==> src/rtl/sugar_ram_pkg.sv <==
// Shared types and constants for the sugar RAM arbiter: FSM state encoding,
// master index constants and the init-sequencing next-state helper.
package sugar_ram_pkg;

  typedef enum logic [1:0] {
    WAIT_INIT = 2'd0,
    RUN       = 2'd1,
    ERROR     = 2'd2
  } ram_state_e;

  localparam int unsigned M_IFETCH = 0;
  localparam int unsigned M_DATA   = 1;

  // ERROR and RUN are both absorbing; only WAIT_INIT looks at the init
  // handshake, and a reported error wins over a simultaneous done.
  function automatic ram_state_e ram_state_next(input ram_state_e cur,
                                                input logic       done,
                                                input logic       err);
    ram_state_e nxt;
    nxt = cur;
    if (cur == WAIT_INIT) begin
      if (err) begin
        nxt = ERROR;
      end else if (done) begin
        nxt = RUN;
      end
    end
    return nxt;
  endfunction

endpackage

==> src/rtl/sugar_rr_arb2.sv <==
// Two-way round-robin pick. ptr names the master that wins a tie; it moves to
// the other master whenever a grant is issued with upd_en high.
module sugar_rr_arb2 (
  input  logic       clk,
  input  logic       rst,
  input  logic [1:0] req,
  input  logic       upd_en,
  output logic [1:0] gnt,
  output logic       ptr
);

  // Grant is purely combinational so a lone requester is accepted the same cycle.
  always_comb begin
    gnt = 2'b00;
    case (req)
      2'b01:   gnt = 2'b01;
      2'b10:   gnt = 2'b10;
      2'b11:   gnt = ptr ? 2'b10 : 2'b01;
      default: gnt = 2'b00;
    endcase
  end

  // Favour whichever master was not granted last; hold when nothing is granted.
  always_ff @(posedge clk) begin
    if (rst) begin
      ptr <= 1'b0;
    end else if (upd_en && (gnt != 2'b00)) begin
      ptr <= gnt[0];
    end
  end

endmodule

==> src/rtl/sugar_ram_arb.sv <==
// Single-port RAM arbiter for the instruction-fetch (m0) and data (m1)
// masters. Grants are combinational, the RAM port follows the winner in the
// same cycle, and read data is steered back one cycle later using a
// registered owner tag so back-to-back reads to different masters stay ordered.
module sugar_ram_arb
  import sugar_ram_pkg::*;
#(
  parameter int AW = 13,
  parameter int DW = 64
) (
  input  logic            clk,
  input  logic            rst,
  input  logic            i_ram_init_done,
  input  logic            i_ram_init_error,

  input  logic            i_m0_req,
  input  logic            i_m0_we,
  input  logic [AW-1:0]   i_m0_addr,
  input  logic [DW-1:0]   i_m0_wdata,
  input  logic [DW/8-1:0] i_m0_wstrb,
  output logic            o_m0_gnt,
  output logic            o_m0_rvalid,
  output logic [DW-1:0]   o_m0_rdata,

  input  logic            i_m1_req,
  input  logic            i_m1_we,
  input  logic [AW-1:0]   i_m1_addr,
  input  logic [DW-1:0]   i_m1_wdata,
  input  logic [DW/8-1:0] i_m1_wstrb,
  output logic            o_m1_gnt,
  output logic            o_m1_rvalid,
  output logic [DW-1:0]   o_m1_rdata,

  output logic            o_ram_en,
  output logic [DW/8-1:0] o_ram_we,
  output logic [AW-1:0]   o_ram_addr,
  output logic [DW-1:0]   o_ram_wdata,
  input  logic [DW-1:0]   i_ram_rdata,

  output logic            o_ram_ready,
  output logic            o_ram_err
);

  ram_state_e state_p0;
  logic       run;
  logic [1:0] arb_req;
  logic [1:0] arb_gnt;
  logic       unused_rr_ptr;
  logic       any_gnt;
  logic       sel_data;
  logic            win_we;
  logic [AW-1:0]   win_addr;
  logic [DW-1:0]   win_wdata;
  logic [DW/8-1:0] win_wstrb;
  logic       rd_issue;
  logic       rvld_p1;
  logic       rown_p1;

  // Init sequencing: wait for the RAM, then run forever or park in ERROR.
  always_ff @(posedge clk) begin
    if (rst) begin
      state_p0 <= WAIT_INIT;
    end else begin
      state_p0 <= ram_state_next(state_p0, i_ram_init_done, i_ram_init_error);
    end
  end

  // Reset is folded into the gating so every output is quiet while it is held,
  // including a read response that was already in flight.
  assign run         = (state_p0 == RUN) && !rst;
  assign o_ram_ready = run;
  assign o_ram_err   = (state_p0 == ERROR) && !rst;

  // Requests are only presented to the picker in RUN, so the pointer cannot
  // drift during init or error.
  assign arb_req = {i_m1_req, i_m0_req} & {2{run}};

  sugar_rr_arb2 u_rr (
    .clk    (clk),
    .rst    (rst),
    .req    (arb_req),
    .upd_en (run),
    .gnt    (arb_gnt),
    .ptr    (unused_rr_ptr)
  );

  assign o_m0_gnt = arb_gnt[M_IFETCH];
  assign o_m1_gnt = arb_gnt[M_DATA];
  assign any_gnt  = |arb_gnt;
  assign sel_data = arb_gnt[M_DATA];

  assign win_we    = sel_data ? i_m1_we    : i_m0_we;
  assign win_addr  = sel_data ? i_m1_addr  : i_m0_addr;
  assign win_wdata = sel_data ? i_m1_wdata : i_m0_wdata;
  assign win_wstrb = sel_data ? i_m1_wstrb : i_m0_wstrb;

  // Strobes only reach the RAM on writes; a read never writes even if the
  // master left wstrb non-zero.
  assign o_ram_en    = any_gnt;
  assign o_ram_we    = (any_gnt && win_we) ? win_wstrb : '0;
  assign o_ram_addr  = any_gnt ? win_addr  : '0;
  assign o_ram_wdata = any_gnt ? win_wdata : '0;

  assign rd_issue = any_gnt && !win_we;

  // ---- stage p0 -> p1: remember that a read was issued and for whom ----
  // Read-response tracking: one registered slot matches the RAM's one-cycle latency.
  always_ff @(posedge clk) begin
    if (rst) begin
      rvld_p1 <= 1'b0;
      rown_p1 <= 1'b0;
    end else begin
      rvld_p1 <= rd_issue;
      rown_p1 <= sel_data;
    end
  end

  assign o_m0_rvalid = rvld_p1 && !rown_p1 && !rst;
  assign o_m1_rvalid = rvld_p1 &&  rown_p1 && !rst;
  assign o_m0_rdata  = o_m0_rvalid ? i_ram_rdata : '0;
  assign o_m1_rdata  = o_m1_rvalid ? i_ram_rdata : '0;

endmodule

==> config.mk <==
export PLATFORM = sky130hd
export DESIGN_NAME = sugar_ram_arb
export DESIGN_NICKNAME = d
export VERILOG_FILES = /design/src/rtl/sugar_ram_pkg.sv /design/src/rtl/sugar_rr_arb2.sv /design/src/rtl/sugar_ram_arb.sv
export SDC_FILE = /design/constraint.sdc
export NUM_CORES = 1
export LEC_CHECK = 0
export ABC_AREA = 1
export BUFFER_PORTS_ARGS = -buffer_cell sky130_fd_sc_hd__buf_2
export CAP_MARGIN = 10
export CORE_AREA = 10 10 172 174
export DETAILED_ROUTE_END_ITERATION = 8
export DIE_AREA = 0 0 182 184
export HOLD_SLACK_MARGIN = 0.15
export SLEW_MARGIN = 0
export SYNTH_ARGS = -nofsm -noshare
export SYNTH_HDL_FRONTEND = slang
export SYNTH_SLANG_ARGS = --single-unit
==> constraint.sdc <==
create_clock -name clk -period 3.2 [get_ports clk]
set_input_delay 0.16 -clock clk [delete_from_list [all_inputs] [get_ports clk]]
set_output_delay 0.16 -clock clk [all_outputs]
set_load 0.03 [all_outputs]
==> run_results.csv, run 1 <==
group,metric,value,unit
sta,min_period,2.52,ns
power,power.density,131,nW/um^2
sta,clock.fmax,397,MHz
sta,slew_viol_final,0,
drt,drcViolationCount,0,
floorplanning,rows,59,
global_route,antenna_found_initial,4,
sta,layout_setup_ws,0.684,ns
clocking,cts_made_buffers,3,
sta,fin_crit_sh,0.786,
floorplanning,die_area,33500,um^2
logic_synthesis,netlist_instances,536,
logic_synthesis,ys_warn_count,0,
placement,place_area,4830,um^2
critical_path,path_max_fanout,58,
global_route,grt_max_degree,65,
placement,pre_cts_slack,0.911,ns
drt,via_per_inst,3.70,
drt,routed_wl,24600,um
clocking,htree_levels,1,
power,p_leak,0.00373,uW
sta,max_slew.worst_pin.slew,1.07,ns
clocking,post_cts_resized,0,
status,outcome,"finished, final reports clean",
critical_path,reg2regPathDepth,7,
drt,drtPass1Iterations,5,
placement,gp_congestion,0.852,
sta,hold_viol_final,0,
logic_synthesis,synth.avg_cell_area,4.20,um^2
drt,drtIter0Drc,193,
global_route,grt_pass1_vias,5206,
worst_hold_path,min_path_cells,3,
clocking,cts-hold-fix-buffers,0,
critical_path,critical_path.startpoint_type,"flop",
clocking,clkTransAtPathRegs,0.03,ns
sta,skew,0.00229,ns
finish,drive_gt1_frac,0.495,
sta,rsz0062_at_grt,"no",
clocking,tritoncts,"done",
placement,io_buffer_count,461,
finish,nFillCells,3059,
flow_run,drv_cap,0,
clocking,clockBufferDepth,2,
logic_synthesis,ys_ff_latch,5,
logic_synthesis,synth-seq-area-share,0.0444,
sta,setup_viol,0,
finish,multi_input_area,1650,um^2
logic_synthesis,syn-num-nets,778,
critical_path,cp.arrival,2.36,ns
global_route,overflow,0,
power,ir_worst_vdd,0.000106,V
clocking,cts-root-buf,"clkbuf_16",
finish,area_delta_synth_final,118,%
floorplanning,die_h,184,um
drt,wire_per_inst,18.8,um
drt,ant_nets,0,
finish,instances_no_fill,1308,
logic_synthesis,synth_cell_types,19,
global_route,track_usage,0.133,
critical_path,crit_required,3.04,ns
placement,dpl.hpwl,22400,um
worst_hold_path,hold_path_class,"input port to flop",
critical_path,crit_type,"flop to primary output",
finish,finish.instance_area,4910,um^2
floorplanning,ioPinCount,462,
floorplanning,initial_core_util,0.0870,
clocking,insertion_delay,0.23,ns
logic_synthesis,synth_area,2250,um^2
sta,setup-tns-final,0,ns
clocking,postCtsSetupBuffers,0,
floorplanning,die_w,182,um
sta,relSlewSlack,0.287,
global_route,grt_first_pass_wirelength,34500,um
clocking,clock-sinks,5,
drt,vias,4839,
floorplanning,core_area,25900,um^2
finish,nets,1215,
placement,place_inst,1303,
critical_path,critical_path.endpoint_type,"primary output",
finish,seqCellArea,100,um^2
-- through the flow --
stage,util,power (uW),hold WS (ns)
after floorplan,-,228,0.301
after global placement,0.186,438,0.428
after detailed placement,0.186,441,0.439
after CTS,0.190,650,0.214
after global routing,0.190,688,0.221
final,0.190,645,0.217
-- cells in the mapped netlist --
| master | n | area (um^2) |
|---|---|---|
| clkbuf_1 | 17 | 63.8 |
| nor3_1 | 4 | 20.0 |
| o21ai_0 | 20 | 100 |
| a21oi_1 | 4 | 20.0 |
| nor2_8 | 1 | 20.0 |
| dfxtp_1 | 5 | 100 |
| nand4_1 | 1 | 6.26 |
| inv_2 | 5 | 18.8 |
| buf_4 | 2 | 15.0 |
| nand3_4 | 1 | 17.5 |
| nand3_1 | 9 | 45.0 |
| nand2_2 | 3 | 18.8 |
| buf_2 | 10 | 50.1 |
| inv_1 | 80 | 300 |
| nand4_2 | 1 | 12.5 |
| nand2_1 | 190 | 713 |
| nor2_1 | 177 | 664 |
| nor2_4 | 1 | 11.3 |
| buf_6 | 5 | 56.3 |
-- state kept, by name, summed over array words and instances (netlist names) --
signal / cells
state_p0: 2
rown_p1: 1
rvld_p1: 1
u_rr.ptr: 1
-- final cells by class --
class,instances,share of cell area
tap,335,0.0853
sequential,5,0.0204
clock buffer,4,0.0160
inverter,85,0.0649
antenna,1,0.000509
multi-input combinational,412,0.336
timing repair buffer,466,0.477
-- metal layers --
metal	up-vias	global-route usage	wire length [um]
met4	6	0.0124	129
met3	14	0.0500	2710
met2	309	0.248	12400
met1	2105	0.145	9310
met5	-	0	42
li1	2405	-	-
-- cells by family (layout without fill, tap and decap cells) --
| group | count (synthesis) | after routing | share of synthesized area |
|---|---|---|---|
| AOI/OAI and AO/OA | 24 | 24 | 0.0533 |
| buffers and inverters | 119 | 555 | 0.224 |
| DFF | 5 | 5 | 0.0444 |
| other | 0 | 1 | 0 |
| and+or+nand+nor | 388 | 388 | 0.679 |
-- final timing paths --
path,from,end,slack [ns]
max,state_p0[1]$_SDFFE_PP0P_,o_ram_wdata[60],0.68
min,i_ram_init_done,state_p0[0]$_SDFFE_PP0P_,0.22
max reg2reg,state_p0[0]$_SDFFE_PP0P_,rvld_p1$_SDFF_PP0_,1.46
min reg2reg,u_rr.ptr$_SDFFE_PP0P_,u_rr.ptr$_SDFFE_PP0P_,0.47
-- report_power, final --
group	internal, uW	switching, uW	total, uW
logic	152	219	370
clock network	165	42.3	208
registers	65.6	1.62	67.3
-- worst max-delay path, stage by stage (launching register included) --
cell	delay, ns
dfxtp_1	0.33
inv_1	0.11
nand4_2	0.36
nand2_2	0.10
inv_2	0.69
nand2_1	0.14
nand2_1	0.12
buf_2	0.21
-- layout by cell type, fill, tap and decap left out, drive strengths merged --
master    n
a21oi     4
inv      85
nand4     2
dfxtp     5
buf     466
nor3      4
diode     1
clkbuf    4
nand3    10
nor2    179
nand2   193
o21ai    20
Note: power is estimated with default switching activity, not from simulation.
==> inputs of run 2 (changes only) <==
Settings changed: CORE_AREA 10 10 172 174 to 10 10 173 175, DIE_AREA 0 0 182 184 to 0 0 183 185.
Clock period 3.2 ns to 2.55 ns, I/O delays scaled along.
==> run 2 against run 1 <==
Against the previous run:
- routed wire length decreased by 3.4%
- critical endpoint is now o_ram_wdata[31]
- combinational power rose by 25%
- critical path type unchanged
- global-route usage decreased by 0.74 points
- largest cell class unchanged
==> run_results.csv, run 2 (synthesis gave the netlist of run 1 again) <==
group,metric,value,unit
sta,slew_viol_final,0,
drt,via_per_inst,3.65,
floorplanning,die_h,185,um
clocking,clock-sinks,5,
finish,top_register,"state_p0",
clocking,htree_levels,1,
clocking,cts-hold-fix-buffers,0,
drt,vias,4809,
floorplanning,ioPinCount,462,
critical_path,reg2regPathDepth,7,
drt,routed_wl,23700,um
sta,skew,0.000248,ns
critical_path,crit_required,2.42,ns
finish,final_cell_mix,"461 x buf_2, 190 x nand2_1, 177 x nor2_1",
drt,met2WireLength,11400,um
sta,min_period,2.18,ns
global_route,antenna_found_initial,3,
critical_path,cp.arrival,2.05,ns
sta,clock.fmax,459,MHz
clocking,cts-root-buf,"clkbuf_16",
status,outcome,"finished, final reports clean",
power,clock_power_share,0.318,
clocking,clkTransAtPathRegs,0.03,ns
sta,setup_viol,0,
critical_path,path_max_fanout,26,
flow_run,drv_cap,0,
power,swShare,0.400,
placement,io_buffer_count,461,
floorplanning,initial_core_util,0.0848,
clocking,cts_made_buffers,3,
critical_path,critical_path.endpoint_type,"primary output",
worst_hold_path,min_path_cells,3,
power,p_leak,0.00375,uW
drt,drtIter0Drc,160,
global_route,track_usage,0.126,
power,totalPowerFinal,803,uW
drt,drcViolationCount,0,
finish,post-route-util,0.187,
sta,max_slew.worst_pin.slew,1.04,ns
drt,drtPass1Iterations,6,
critical_path,reg2reg_from,"state_p0[0]$_SDFFE_PP0P_",
finish,drive_gt1_frac,0.497,
global_route,overflow,0,
finish,final_common_cell,"buf_2",
placement,gp_congestion,0.886,
power,seqPwrFrac,0.105,
critical_path,critical_path.startpoint_type,"flop",
power,p_int,481,uW
critical_path,worstReg2RegEnd,"rvld_p1$_SDFF_PP0_",
sta,fin_crit_sh,0.854,
placement,pre_cts_slack,0.627,ns
drt,ant_nets,0,
sta,hold_viol_final,0,
power,power.density,162,nW/um^2
finish,area_delta_synth_final,120,%
power,combPwrFrac,0.577,
global_route,grt_max_degree,65,
finish,nets,1219,
clocking,clockBufferDepth,2,
critical_path,r2r_slack,0.99,ns
floorplanning,die_w,183,um
drt,top_layer,"met5",
clocking,postCtsSetupBuffers,0,
drt,met1_length,9390,um
finish,largest_reg_flops,2,
clocking,post_cts_resized,0,
drt,met3_length,2600,um
worst_hold_path,min-delay-start,"i_ram_init_done",
drt,wire_per_inst,18.0,um
floorplanning,core_area,26600,um^2
finish,antenna_cells,0,
sta,rsz0062_at_grt,"no",
finish,nFillCells,3152,
sta,relSlewSlack,0.304,
floorplanning,rows,60,
global_route,grt_pass1_vias,4979,
critical_path,crit_type,"flop to primary output",
power,p_sw,321,uW
clocking,tritoncts,"done",
worst_hold_path,min_to,"state_p0[0]$_SDFFE_PP0P_",
global_route,grt_first_pass_wirelength,32700,um
power,ir_worst_vdd,0.000146,V
worst_hold_path,hold_path_class,"input port to flop",
placement,dpl.hpwl,21800,um
floorplanning,die_area,33900,um^2
sta,layout_setup_ws,0.373,ns
sta,setup-tns-final,0,ns
clocking,insertion_delay,0.23,ns
## run 2: cell count changes in the layout (fill, tap and decap cells not counted)
cell,previous run,this run
diode_2,1,0
buf_4,5,8
buf_12,0,1
## run 2: final cells by class
cell class / count / area (um^2) / share of cell area
Timing Repair Buffer: 470 / 2390 / 0.481
Inverter: 85 / 319 / 0.0643
Tap cell: 341 / 427 / 0.0860
Sequential cell: 5 / 100 / 0.0202
Clock buffer: 4 / 78.8 / 0.0159
Multi-Input combinational cell: 412 / 1650 / 0.332
## run 2: worst max-delay path, cell delays in order, from the launching register on
cell and delay [ns]:
dfxtp_1 0.33, inv_2 0.07, nor2_4 0.10, nand2_2 0.09, nor2_8 0.10, nand2_2 0.07, inv_2 0.32, buf_4 0.35
nand2_1 0.08, nand2_1 0.08, buf_2 0.21
## run 2: routing by layer
metal,vias to the layer above,track usage
met3,18,0.0500
li1,2411,-
met2,295,0.223
met1,2079,0.141
met4,6,0.0200
met5,-,0
## run 2: worst max path at each step
stage / from / to
final: state_p0[0]$_SDFFE_PP0P_ / o_ram_wdata[31]
after global routing: state_p0[1]$_SDFFE_PP0P_ / o_ram_wdata[62]
after CTS: state_p0[0]$_SDFFE_PP0P_ / o_ram_wdata[31]
after detailed placement: state_p0[0]$_SDFFE_PP0P_ / o_ram_wdata[31]
after global placement: state_p0[0]$_SDFFE_PP0P_ / o_ram_wdata[60]
after floorplan: rvld_p1$_SDFF_PP0_ / o_m1_rdata[10]
## run 2: through the flow
step                hold slack [ns]  cells  area (um^2)
finish                        0.180   1317         4960
global route                  0.196   1317         4960
CTS                           0.184   1317         4960
detailed placement            0.420   1313         4880
global placement              0.394   1313         4880
floorplan                     0.268    536         2250
## run 2: power by group through the flow
stage                     Clock, uW  Combinational [uW]  Sequential [uW]
after global routing            266                 510             84.5
final                           255                 463             84.2
after floorplan                   0                 201             85.0
after global placement            0                 465             85.1
after CTS                       260                 470             84.2
after detailed placement          0                 468             85.2
